`config.mk`:
```
export PLATFORM = sky130hd
export DESIGN_NAME = adc_5g_phase_cal
export DESIGN_NICKNAME = d
export VERILOG_FILES = /design/src/rtl/adc_5g_cal_pkg.sv /design/src/rtl/adc_5g_window_track.sv /design/src/rtl/adc_5g_phase_cal.sv
export SDC_FILE = /design/constraint.sdc
export NUM_CORES = 1
export LEC_CHECK = 0
export CAP_MARGIN = 15
export CORE_MARGIN = 5
export CORE_UTILIZATION = 50
export DETAILED_ROUTE_END_ITERATION = 10
export PLACE_DENSITY_LB_ADDON = 0.08
export SYNTH_ARGS = -nofsm -noshare
export SYNTH_HDL_FRONTEND = slang
export SYNTH_SLANG_ARGS = --single-unit
```
`constraint.sdc`:
```
create_clock -name ctrl_clk -period 3.7 [get_ports ctrl_clk]
set_input_delay 0.74 -clock ctrl_clk [delete_from_list [all_inputs] [get_ports ctrl_clk]]
set_output_delay 0.74 -clock ctrl_clk [all_outputs]
set_load 0.01 [all_outputs]
```
`src/rtl/adc_5g_cal_pkg.sv`:
```
// Shared state encoding and default tuning constants for the ADC capture
// phase calibration sequencer.
package adc_5g_cal_pkg;

  typedef enum logic [3:0] {
    S_IDLE,
    S_RST,
    S_WAIT_LOCK,
    S_DWELL,
    S_STEP,
    S_WAIT_PS,
    S_EVAL,
    S_RET_STEP,
    S_RET_WAIT,
    S_DONE,
    S_FAIL
  } cal_state_e;

  localparam int DEF_RST_CYCLES   = 16;
  localparam int DEF_LOCK_TIMEOUT = 65535;
  localparam int DEF_DWELL        = 256;
  localparam int DEF_MAX_STEPS    = 255;
  localparam int DEF_PS_TIMEOUT   = 1023;
  localparam int DEF_STEP_W       = 8;

  // One shared wait/dwell counter; must hold the largest timeout.
  localparam int CNT_W = 16;

endpackage

```
`src/rtl/adc_5g_window_track.sv`:
```
// Tracks runs of passing phase positions and keeps the widest one seen;
// a later run must be strictly longer to replace it, so the earliest wins ties.
module adc_5g_window_track
  import adc_5g_cal_pkg::*;
#(
  parameter int STEP_W = DEF_STEP_W
) (
  input  logic              clk,
  input  logic              rst_n,
  input  logic              clear,
  input  logic              valid,
  input  logic              good,
  input  logic [STEP_W-1:0] pos,
  output logic [STEP_W-1:0] best_start,
  output logic [STEP_W:0]   best_len
);

  logic [STEP_W-1:0] run_start;
  logic [STEP_W-1:0] run_start_nxt;
  logic [STEP_W:0]   run_len;
  logic [STEP_W:0]   run_len_nxt;

  always_comb begin
    run_start_nxt = (run_len == '0) ? pos : run_start;
    run_len_nxt   = run_len + 1'b1;
  end

  always_ff @(posedge clk) begin
    if (!rst_n || clear) begin
      run_start  <= '0;
      run_len    <= '0;
      best_start <= '0;
      best_len   <= '0;
    end else if (valid) begin
      if (good) begin
        run_start <= run_start_nxt;
        run_len   <= run_len_nxt;
        if (run_len_nxt > best_len) begin
          best_start <= run_start_nxt;
          best_len   <= run_len_nxt;
        end
      end else begin
        run_len <= '0;
      end
    end
  end

endmodule

```
`src/rtl/adc_5g_phase_cal.sv`:
```
// Calibration sequencer: resets the capture DCM, sweeps its phase shift,
// finds the widest passing window and steps back to the window centre.
module adc_5g_phase_cal
  import adc_5g_cal_pkg::*;
#(
  parameter int RST_CYCLES   = DEF_RST_CYCLES,
  parameter int LOCK_TIMEOUT = DEF_LOCK_TIMEOUT,
  parameter int DWELL        = DEF_DWELL,
  parameter int MAX_STEPS    = DEF_MAX_STEPS,
  parameter int PS_TIMEOUT   = DEF_PS_TIMEOUT,
  parameter int STEP_W       = DEF_STEP_W
) (
  input  logic              ctrl_clk,
  input  logic              ctrl_rst_n,
  input  logic              cal_start,
  input  logic              dcm_locked,
  input  logic              pattern_ok,
  input  logic              dcm_psdone,
  output logic              dcm_reset,
  output logic              dcm_psen,
  output logic              dcm_psincdec,
  output logic              cal_busy,
  output logic              cal_done,
  output logic              cal_fail,
  output logic [STEP_W-1:0] cal_phase,
  output logic [STEP_W:0]   win_len
);

  cal_state_e        state, state_nxt;
  logic [CNT_W-1:0]  cnt, cnt_nxt;
  logic [STEP_W-1:0] pos, pos_nxt;
  logic [STEP_W-1:0] ret, ret_nxt;
  logic              bad, bad_nxt;
  logic              incdec_q;
  logic              done_nxt, fail_nxt;
  logic [STEP_W-1:0] phase_nxt;
  logic [STEP_W:0]   wlen_nxt;
  logic              trk_clear, trk_valid, trk_good;
  logic [STEP_W-1:0] best_start;
  logic [STEP_W:0]   best_len;
  logic [STEP_W-1:0] centre;
  logic              in_sweep;

  adc_5g_window_track #(
    .STEP_W(STEP_W)
  ) u_track (
    .clk       (ctrl_clk),
    .rst_n     (ctrl_rst_n),
    .clear     (trk_clear),
    .valid     (trk_valid),
    .good      (trk_good),
    .pos       (pos),
    .best_start(best_start),
    .best_len  (best_len)
  );

  assign centre = best_start + STEP_W'(best_len >> 1);

  assign in_sweep = (state == S_DWELL)    || (state == S_STEP)     ||
                    (state == S_WAIT_PS)  || (state == S_EVAL)     ||
                    (state == S_RET_STEP) || (state == S_RET_WAIT);

  // Phase-step waits count from the psen cycle itself, so a step that never
  // completes fails exactly PS_TIMEOUT cycles after its pulse.
  always_comb begin
    state_nxt    = state;
    cnt_nxt      = cnt + 1'b1;
    pos_nxt      = pos;
    ret_nxt      = ret;
    bad_nxt      = bad;
    done_nxt     = cal_done;
    fail_nxt     = cal_fail;
    phase_nxt    = cal_phase;
    wlen_nxt     = win_len;
    trk_clear    = 1'b0;
    trk_valid    = 1'b0;
    trk_good     = 1'b0;
    dcm_reset    = 1'b0;
    dcm_psen     = 1'b0;
    dcm_psincdec = incdec_q;
    cal_busy     = (state != S_IDLE);

    if (in_sweep && !dcm_locked) begin
      state_nxt = S_FAIL;
      fail_nxt  = 1'b1;
    end else begin
      case (state)
        S_IDLE: begin
          cnt_nxt = '0;
          if (cal_start) begin
            state_nxt = S_RST;
            done_nxt  = 1'b0;
            fail_nxt  = 1'b0;
            phase_nxt = '0;
            wlen_nxt  = '0;
            trk_clear = 1'b1;
          end
        end
        S_RST: begin
          dcm_reset = 1'b1;
          if (cnt == CNT_W'(RST_CYCLES - 1)) begin
            state_nxt = S_WAIT_LOCK;
            cnt_nxt   = '0;
          end
        end
        S_WAIT_LOCK: begin
          if (dcm_locked) begin
            state_nxt = S_DWELL;
            pos_nxt   = '0;
            cnt_nxt   = '0;
            bad_nxt   = 1'b0;
          end else if (cnt == CNT_W'(LOCK_TIMEOUT - 1)) begin
            state_nxt = S_FAIL;
            fail_nxt  = 1'b1;
          end
        end
        S_DWELL: begin
          bad_nxt = bad | ~pattern_ok;
          if (cnt == CNT_W'(DWELL - 1)) begin
            trk_valid = 1'b1;
            trk_good  = ~bad & pattern_ok;
            state_nxt = (pos == STEP_W'(MAX_STEPS)) ? S_EVAL : S_STEP;
          end
        end
        S_STEP: begin
          dcm_psen     = 1'b1;
          dcm_psincdec = 1'b1;
          state_nxt    = S_WAIT_PS;
          cnt_nxt      = CNT_W'(1);
        end
        S_WAIT_PS: begin
          if (dcm_psdone) begin
            pos_nxt   = pos + 1'b1;
            state_nxt = S_DWELL;
            cnt_nxt   = '0;
            bad_nxt   = 1'b0;
          end else if (cnt == CNT_W'(PS_TIMEOUT - 1)) begin
            state_nxt = S_FAIL;
            fail_nxt  = 1'b1;
          end
        end
        S_EVAL: begin
          wlen_nxt = best_len;
          if (best_len == '0) begin
            state_nxt = S_FAIL;
            fail_nxt  = 1'b1;
          end else begin
            phase_nxt = centre;
            ret_nxt   = STEP_W'(MAX_STEPS) - centre;
            if (ret_nxt == '0) begin
              state_nxt = S_DONE;
              done_nxt  = 1'b1;
            end else begin
              state_nxt = S_RET_STEP;
            end
          end
        end
        S_RET_STEP: begin
          dcm_psen     = 1'b1;
          dcm_psincdec = 1'b0;
          state_nxt    = S_RET_WAIT;
          cnt_nxt      = CNT_W'(1);
        end
        S_RET_WAIT: begin
          if (dcm_psdone) begin
            ret_nxt = ret - 1'b1;
            if (ret == STEP_W'(1)) begin
              state_nxt = S_DONE;
              done_nxt  = 1'b1;
            end else begin
              state_nxt = S_RET_STEP;
            end
          end else if (cnt == CNT_W'(PS_TIMEOUT - 1)) begin
            state_nxt = S_FAIL;
            fail_nxt  = 1'b1;
          end
        end
        S_DONE: begin
          done_nxt  = 1'b1;
          state_nxt = S_IDLE;
        end
        S_FAIL: begin
          fail_nxt  = 1'b1;
          state_nxt = S_IDLE;
        end
        default: state_nxt = S_IDLE;
      endcase
    end
  end

  always_ff @(posedge ctrl_clk) begin
    if (!ctrl_rst_n) begin
      state     <= S_IDLE;
      cnt       <= '0;
      pos       <= '0;
      ret       <= '0;
      bad       <= 1'b0;
      incdec_q  <= 1'b0;
      cal_done  <= 1'b0;
      cal_fail  <= 1'b0;
      cal_phase <= '0;
      win_len   <= '0;
    end else begin
      state     <= state_nxt;
      cnt       <= cnt_nxt;
      pos       <= pos_nxt;
      ret       <= ret_nxt;
      bad       <= bad_nxt;
      incdec_q  <= dcm_psincdec;
      cal_done  <= done_nxt;
      cal_fail  <= fail_nxt;
      cal_phase <= phase_nxt;
      win_len   <= wlen_nxt;
    end
  end

endmodule

```
=== Word level (Yosys, flattened, before mapping) ===
Cells that the tools add are included.

* Register bits after elaboration: 91
* Bits of input ports: 6
* Output and inout port bits: 23
* Logic and storage cells: 160

* $add $sub $neg: 6
* $lt $le $gt $ge: 1
* Equality and inequality tests: 35
* Muxes and demuxes: 63
* Bitwise operators: 6
* Reductions and logical operators: 34

{| class="wikitable"
|+ Operator list
! kind !! number
|-
| 16-bit one-hot mux with 5 select lines || 1
|-
| 16-bit two-way mux || 4
|-
| 8-bit two-way mux || 7
|-
| 4-bit two-way mux || 12
|-
| 8-bit one-hot mux with 2 select lines || 3
|-
| 4-bit one-hot mux with 9 select lines || 1
|-
| 1-bit two-way mux || 27
|-
| 4-bit AND reduction || 6
|-
| 9-bit logical NOT || 2
|-
| 9-bit two-way mux || 2
|-
| 9-bit one-hot mux with 2 select lines || 1
|-
| 16-bit by 1-bit adder with 16-bit output, second input constant || 1
|-
| 16-bit by 10-bit == test with 1-bit output, second input constant || 1
|-
| 16-bit == test, second input constant || 1
|-
| 16-bit by 4-bit == test with 1-bit output, second input constant || 1
|-
| 16-bit by 8-bit == test with 1-bit output, second input constant || 1
|-
| 4-bit by 3-bit == test with 1-bit output, second input constant || 4
|-
| 3-bit inequality test, second input constant || 5
|-
| 7-bit AND reduction || 2
|-
| 4-bit == test, second input constant || 3
|-
| 2-bit inequality test, second input constant || 6
|-
| 9-bit by 1-bit adder with 9-bit output, second input constant || 1
|-
| 9-bit > comparator || 1
|-
| 3-bit by 1-bit inequality test with 1-bit output, second input constant || 3
|-
| 31 further kinds || 49
|}

=== Longest topological paths before layout ===
Gate-level depths: netlist of run 1.

* Depth after elaboration: 9
* Depth in mapped cells: 14
* Gate-level depth less buffers: 12

=== Hierarchy ===
A second synthesis of run 1 with hierarchy kept.

* Cell total of the unflattened synthesis: 637
* Area total of the unflattened synthesis: 5,395.2 µm²

{| class="wikitable"
|+ Modules (own cells, without submodules)
! module !! instances !! cells an instance !! area each (µm²) !! sequential area each (µm²)
|-
| adc_5g_phase_cal || 1 || 441 || 3,535.9 || 1,141.1
|-
| adc_5g_window_track || 1 || 196 || 1,859.3 || 680.7
|}

=== Least setup slack after synthesis of run 1 ===
OpenSTA, ideal clock, no wires.

* Path type: reg2reg
* Start point: register u_track.run_len[0]
* End point: register u_track.best_len[2]
* Library setup time: 0.119 ns
* Data arrival time: 2.602 ns
* Required time: 3.581 ns
* Path slack: 0.979 ns
* Cell stages (with the launch flop): 13
* Path buffers: 2
* Period minus slack after synthesis: 2.721 ns
* Cell sequence: dfxtp_1 > ha_1 > and3_1 > and3_1 > xor2_1 > ha_1 > a211o_1 > o21ai_0 > a21oi_1 > o311a_2 > buf_6 > buf_12 > mux2i_1

* Cells in the longest elaborated chain, start to end: 3

{| class="wikitable"
|+ Ends and longest elaborated chain
! item !! RTL line !! source
|-
| from (decl) || adc_5g_window_track.sv:20 || <nowiki>logic [STEP_W:0] run_len;</nowiki>
|-
| from (signal assigned) || adc_5g_window_track.sv:37 || <nowiki>run_len <= run_len_nxt;</nowiki>
|-
| 9-bit by 1-bit adder with 9-bit output || adc_5g_window_track.sv:25 || <nowiki>run_len_nxt = run_len + 1'b1;</nowiki>
|-
| named net u_track.run_len_nxt[6] || adc_5g_window_track.sv:21 || <nowiki>logic [STEP_W:0] run_len_nxt;</nowiki>
|-
| 9-bit > comparator || adc_5g_window_track.sv:38 || <nowiki>if (run_len_nxt > best_len) begin</nowiki>
|-
| 3-bit AND reduction (no line) || n/a ||
|-
| to (signal assigned) || adc_5g_window_track.sv:40 || <nowiki>best_len <= run_len_nxt;</nowiki>
|-
| to (decl) || adc_5g_window_track.sv:15 || <nowiki>output logic [STEP_W:0] best_len</nowiki>
|}

The timed path passes the listed nets, and every way through them passes these cells.
A chain may end at the register's enable or synchronous reset.

=== Worst setup path after layout of run 1 ===
* Start point: input port dcm_locked
* End point: output port dcm_psincdec

* Cells in the longest elaborated chain, start to end: 3

{| class="wikitable"
|+ Ends and longest elaborated chain
! item !! RTL line !! source
|-
| from (decl) || adc_5g_phase_cal.sv:16 || <nowiki>input logic dcm_locked,</nowiki>
|-
| 1-bit logical NOT || adc_5g_phase_cal.sv:83 || <nowiki>if (in_sweep && !dcm_locked) begin</nowiki>
|-
| 1-bit logical AND || adc_5g_phase_cal.sv:83 ||
|-
| 1-bit two-way mux || adc_5g_phase_cal.sv:83 ||
|-
| to (decl) || adc_5g_phase_cal.sv:21 || <nowiki>output logic dcm_psincdec,</nowiki>
|}

Every way passes these cells.

==> results.py, run 1 <==
metrics = {
    "run_status": {
        "status": "finished clean",
    },
    "place": {
        "io_buffers": 28,
        "post-dp-hpwl_microns": 9470,
        "dpl_cell_area_sq_mm": 0.00561,
        "gp_congestion": 0.969,
        "pre_cts_ws_ns": 0.540,
    },
    "synth": {
        "synth.net_count": 677,
        "syn_avg_cell_area_sq_um": 8.06,
        "synth_area_sq_mm": 0.00521,
        "ys_seq_area_share_pct": 34.9,
        "synth_seq_cells": 91,
        "ys_warn_count": 0,
        "synth_top_flop_cell": "dfxtp_1",
        "synth_cells": 647,
        "synth_cell_types": 64,
        "yosys.area.top_type": "dfxtp_1",
        "synthTopCellsByArea": "dfxtp_1 35%, nor2_1 6.8%, ha_1 5.5%",
        "yosysTopAreaCellShare_pct": 34.9,
        "ys_async_sr_fraction_pct": 0,
        "synth_edf_count": 0,
    },
    "clock_network": {
        "clkTransAtPathRegs_ns": 0.09,
        "hold_buffers": 0,
        "cts_setup_buffers": 0,
        "cts_tree": "yes",
        "cts_buffer_depth": 2,
        "numCtsBuffers": 9,
        "cts_num_sinks": 91,
        "cts.repair.resized": 0,
        "clkLatencyLatePin_ns": 0.36,
        "clock-root-buffer": "clkbuf_8",
        "htree_levels": 3,
    },
    "setup_path": {
        "crit_path_top_delay_cell": "clkdlybuf4s50_1",
        "crit_type": "in -> out",
        "path_cells": "clkdlybuf4s50_1 -> inv_1 -> nor2_1 -> a31oi_1 -> o21ai_0 -> clkdlybuf4s50_1",
        "cp_top_family": "buffers and inverters",
        "ff2ff_setup_slack_ns": 0.67,
        "worst_setup_path_start_kind": "input port",
        "critPathMaxFanout": 5,
        "arrival_ns": 2.40,
        "crit_top_cell": "clkdlybuf4s50_1",
        "cp.buffers_inverters": 3,
        "cp.required_ns": 2.96,
        "critPathMaxStageDelay_ns": 0.56,
        "crit_path_end_kind": "output pin",
    },
    "grt": {
        "grt_max_degree": 35,
        "antenna_found_initial": 0,
        "grt_overflow": 0,
        "grt_pass1_vias": 4534,
        "grt_pass1_wl_microns": 22000,
        "grtUsageTotal_pct": 20.8,
    },
    "routing": {
        "drtPass1Iterations": 8,
        "wl_microns": 13000,
        "ant_nets": 0,
        "vias": 4783,
        "via_per_inst": 5.91,
        "route.detailed.drc": 0,
        "drt_iter0_markers": 475,
        "detail_route.wl_per_cell_microns": 16.0,
    },
    "cells_and_area": {
        "final_cell_area_sq_mm": 0.00584,
        "n_fill_cell": 989,
        "syn2layout_area_growth_pct": 11.9,
        "diodes": 0,
        "fin_nets": 698,
        "drive_gt1_share_pct": 6.84,
        "layout_commonest_cell": "nor2_1",
        "mostFrequentLayoutCells": "94 x nor2_1, 91 x dfxtp_1, 72 x nand2_1",
    },
    "timing": {
        "maxSlewHeadroom_pct": 45.4,
        "rsz0062_at_grt": "no",
        "slew_violations": 0,
        "fin_crit_ns": 3.14,
        "clock_skew_ns": 0.00863,
        "period_share_pct": 84.9,
        "tightest_slew_ns": 0.813,
        "timing.final.ws_setup_ns": 0.559,
        "hold_viol_final": 0,
        "fin_tns_setup_ns": 0,
        "setup_viol": 0,
        "max_freq_ghz": 0.318,
    },
    "die": {
        "ios": 29,
        "die_w_microns": 112,
        "core-area_sq_mm": 0.0102,
        "initial_core_util_pct": 51.0,
        "std_cell_rows": 37,
        "dieHeight_microns": 112,
        "dieArea_sq_mm": 0.0126,
    },
    "min_path": {
        "hold_class": "reg -> reg",
    },
    "power_and_ir_drop": {
        "peakVddDrop_uv": 216,
        "p_per_area_mw_per_mm2": 420,
        "power_leakage_nw": 2.09,
    },
    "flow_run": {
        "drv_cap": 0,
    },
}
-- report_power, final --
part | switching [mW] | internal, mW | total [mW]
sequential | 0.0584 | 1.01 | 1.07
clock | 0.380 | 0.385 | 0.765
combinational | 0.390 | 0.226 | 0.616
-- flip-flops by register name, summed over array words and instances (netlist names) --
signal / count
bad: 1
cal_done: 1
cal_fail: 1
cal_phase: 8
cnt: 16
incdec_q: 1
pos: 8
ret: 8
state: 4
u_track.best_len: 9
u_track.best_start: 8
u_track.run_len: 9
u_track.run_start: 8
win_len: 9
-- stage by stage --
| stage | total power, mW | utilization (%) | std cells | hold slack [ns] |
|---|---|---|---|---|
| 2_1_floorplan | 1.51 | - | 647 | 0.439 |
| 3_3_place_gp | 1.69 | 54.8 | 793 | 0.450 |
| 5_1_grt | 2.58 | 57.0 | 809 | 0.493 |
| 3_5_place_dp | 1.70 | 54.8 | 793 | 0.455 |
| 4_1_cts | 2.46 | 57.0 | 809 | 0.474 |
| 6_report | 2.45 | 57.0 | 809 | 0.470 |
-- worst reg2reg max path: cells and delay by family (launching register included) --
family	cells	cell delay (ns)
AO/OA/AOI/OAI	4	1.13
XOR/XNOR	1	0.24
flip-flops	1	0.42
multiplexers	1	0.19
AND/OR/NAND/NOR	2	0.43
adder cells (fa/ha/maj)	2	0.50
-- cell families (layout without fill, tap and decap cells) --
group,Yosys count,in the layout,share of synthesized area (%)
adders and majority gates,24,24,5.90
AOI/OAI and AO/OA,132,132,16.1
muxes,33,33,6.50
DFF,91,91,34.9
and+or+nand+nor,286,286,27.2
xor gates and xnor gates,30,30,5.04
buffers and inverters,51,77,4.30
-- synthesized netlist by cell type, drive strengths merged (7+ instances only) --
cell,count
dfxtp,91
and3,12
o21ai,28
nand2,72
a31oi,7
inv,22
clkbuf,24
a21oi,40
ha,23
nand4,11
a22oi,21
nor2,94
nor4,9
xor2,16
nor3,21
mux2i,26
nand3,26
mux2,7
xnor2,14
-- area by class of cell --
cell class	count	area, sq um	share of cell area [%]
inverters	22	82.6	1.42
well taps	136	170	2.92
clock buffers	9	124	2.12
clock inverters	7	100	1.72
repair buffers	39	363	6.22
multi-input cells	505	3170	54.4
flip-flops and latches	91	1820	31.2
-- routing by layer --
layer	global-route usage, %	wire [microns]	part of all wire (%)
met1	28.5	6090	47
met2	33.0	5980	46
met3	3.29	591	4.6
met4	7.61	298	2.3
met5	0	0	0
-- final timing paths --
kind | start | to | depth (start not counted)
setup / recovery | dcm_locked | dcm_psincdec | 6
hold reg to reg | u_track.best_start[0] | u_track.best_start[0] | 2
setup reg to reg | u_track.run_len[0] | u_track.best_len[8] | 10
hold / removal | u_track.best_start[0] | u_track.best_start[0] | 2
Note: power is estimated with default switching activity, not from simulation.
==> run 2, diff against run 1 <==
- clock period: 3.7 -> 2.9 ns (I/O delays scaled with it)
==> results.py, run 2 (synthesis results as in run 1) <==
metrics = {
    "setup_path": {
        "critPathMaxStageDelay_ns": 0.37,
        "crit_top_cell": "ha_1",
        "worst_setup_path_start_kind": "register",
        "crit_type": "reg -> reg",
        "crit_path_top_delay_cell": "dfxtp_2",
        "cp.required_ns": 3.20,
        "cp.buffers_inverters": 0,
        "crit_path_end_kind": "register",
        "path_cells": "ha_1 -> and3_1 -> and3_4 -> nand3_1 -> xnor2_2 -> ha_1 -> nand2_1 -> a21oi_1 -> o21ai_1 -> a21oi_2 -> o311a_4 -> mux2i_1",
        "arrival_ns": 3.07,
        "cp_top_family": "compound AO/OA/AOI/OAI gates",
        "critPathMaxFanout": 8,
    },
    "die": {
        "die_w_microns": 112,
        "ios": 29,
        "dieArea_sq_mm": 0.0126,
        "std_cell_rows": 37,
        "dieHeight_microns": 112,
        "core-area_sq_mm": 0.0102,
        "initial_core_util_pct": 51.0,
    },
    "power_and_ir_drop": {
        "p_per_area_mw_per_mm2": 522,
        "power_leakage_nw": 2.23,
        "peakVddDrop_uv": 264,
    },
    "cells_and_area": {
        "postLayoutCoreUtil_pct": 59.4,
        "mostFrequentLayoutCells": "93 x nor2_1, 90 x dfxtp_1, 72 x nand2_1",
        "fin_nets": 721,
        "diodes": 0,
        "layout_commonest_cell": "nor2_1",
        "largest_register": "cnt",
        "regArea_sq_mm": 0.00182,
        "syn2layout_area_growth_pct": 16.7,
        "multi_input_area_sq_mm": 0.00325,
        "drive_gt1_share_pct": 10.8,
        "layoutNonFillerInstCount": 832,
        "n_fill_cell": 928,
        "largest_register_ffs": 16,
    },
    "timing": {
        "fin_crit_ns": 2.77,
        "setup_viol": 0,
        "hold_viol_final": 0,
        "hold_slack_ns": 0.472,
        "period_share_pct": 95.6,
        "clock_skew_ns": 0.00712,
        "tightest_slew_ns": 0.824,
        "maxSlewHeadroom_pct": 44.6,
        "slew_violations": 0,
        "fin_tns_setup_ns": 0,
        "max_freq_ghz": 0.361,
    },
    "clock_network": {
        "cts_tree": "yes",
        "cts_num_sinks": 91,
        "htree_levels": 3,
        "cts_buffer_depth": 2,
        "clkTransAtPathRegs_ns": 0.09,
        "clock-root-buffer": "clkbuf_8",
        "clkLatencyLatePin_ns": 0.36,
        "numCtsBuffers": 9,
    },
    "grt": {
        "grt_pass1_vias": 4498,
        "antenna_found_initial": 0,
        "grt_max_degree": 35,
        "grtUsageTotal_pct": 20.9,
        "grt_pass1_wl_microns": 22100,
        "grt_overflow": 0,
    },
    "flow_run": {
        "drv_cap": 0,
    },
    "routing": {
        "ant_nets": 0,
        "vias": 4833,
        "drt_iter0_markers": 541,
        "wl_microns": 13300,
        "via_per_inst": 5.81,
        "route.detailed.drc": 0,
        "detail_route.wl_per_cell_microns": 16.0,
        "drtPass1Iterations": 5,
    },
    "place": {
        "place_inst": 814,
        "post-dp-hpwl_microns": 9700,
        "io_buffers": 28,
        "gp_congestion": 0.877,
    },
    "min_path": {
        "hold_class": "reg -> reg",
    },
    "run_status": {
        "status": "finished clean",
    },
}
run 2: final cells by class:
cell class,count,area share [%]
flip-flops and latches,91,30.0
inverters,22,1.36
repair buffers,60,8.56
clock inverters,6,1.56
multi-input cells,507,53.5
well taps,136,2.80
clock buffers,10,2.26
run 2: where the power goes:
group | internal (mW) | leakage, nW | switching, mW | total [mW]
Clock | 0.518 | 0.117 | 0.479 | 0.997
Combinational | 0.309 | 1.38 | 0.485 | 0.794
Sequential | 1.29 | 0.734 | 0.0905 | 1.38
run 2: final timing paths:
check / end / from / slack, ns / depth (start not counted)
setup / recovery: u_track.best_len[1] / u_track.run_len[1] / 0.13 / 12
hold reg to reg: u_track.best_start[0] / u_track.best_start[0] / 0.47 / 2
setup reg to reg: u_track.best_len[1] / u_track.run_len[1] / 0.13 / 12
hold / removal: u_track.best_start[0] / u_track.best_start[0] / 0.47 / 2
run 2: what timing repair did:
item	CTS	global route
cloned	0	2
buffers inserted	0	0
hold buffers	0	0
gates resized for setup	1	10
endpoints found under the setup margin	17	18
pin swaps	0	2
run 2: routing by layer:
metal / routed length [microns] / track usage [%]
met1: 6380 / 28.4
met2: 6220 / 34.1
met3: 494 / 2.53
met4: 232 / 7.61
met5: 0 / 0
run 2: worst reg2reg max path: cells and delay by family, from the launching register on:
family	cells	cell delay (ns)
flops	1	0.37
mux	1	0.21
fa+ha+maj	2	0.47
xor+xnor	1	0.18
simple gates	4	0.62
compound gates	4	0.85
run 2: through the flow:
stage	area (sq um)	power, mW	setup slack [ns]
CTS	6010	3.19	0.0245
floorplan	5210	1.92	0.179
finish	6080	3.17	0.128
global placement	5770	2.19	0.0579
detailed placement	5770	2.19	-0.0829
global route	6080	3.35	-0.0121
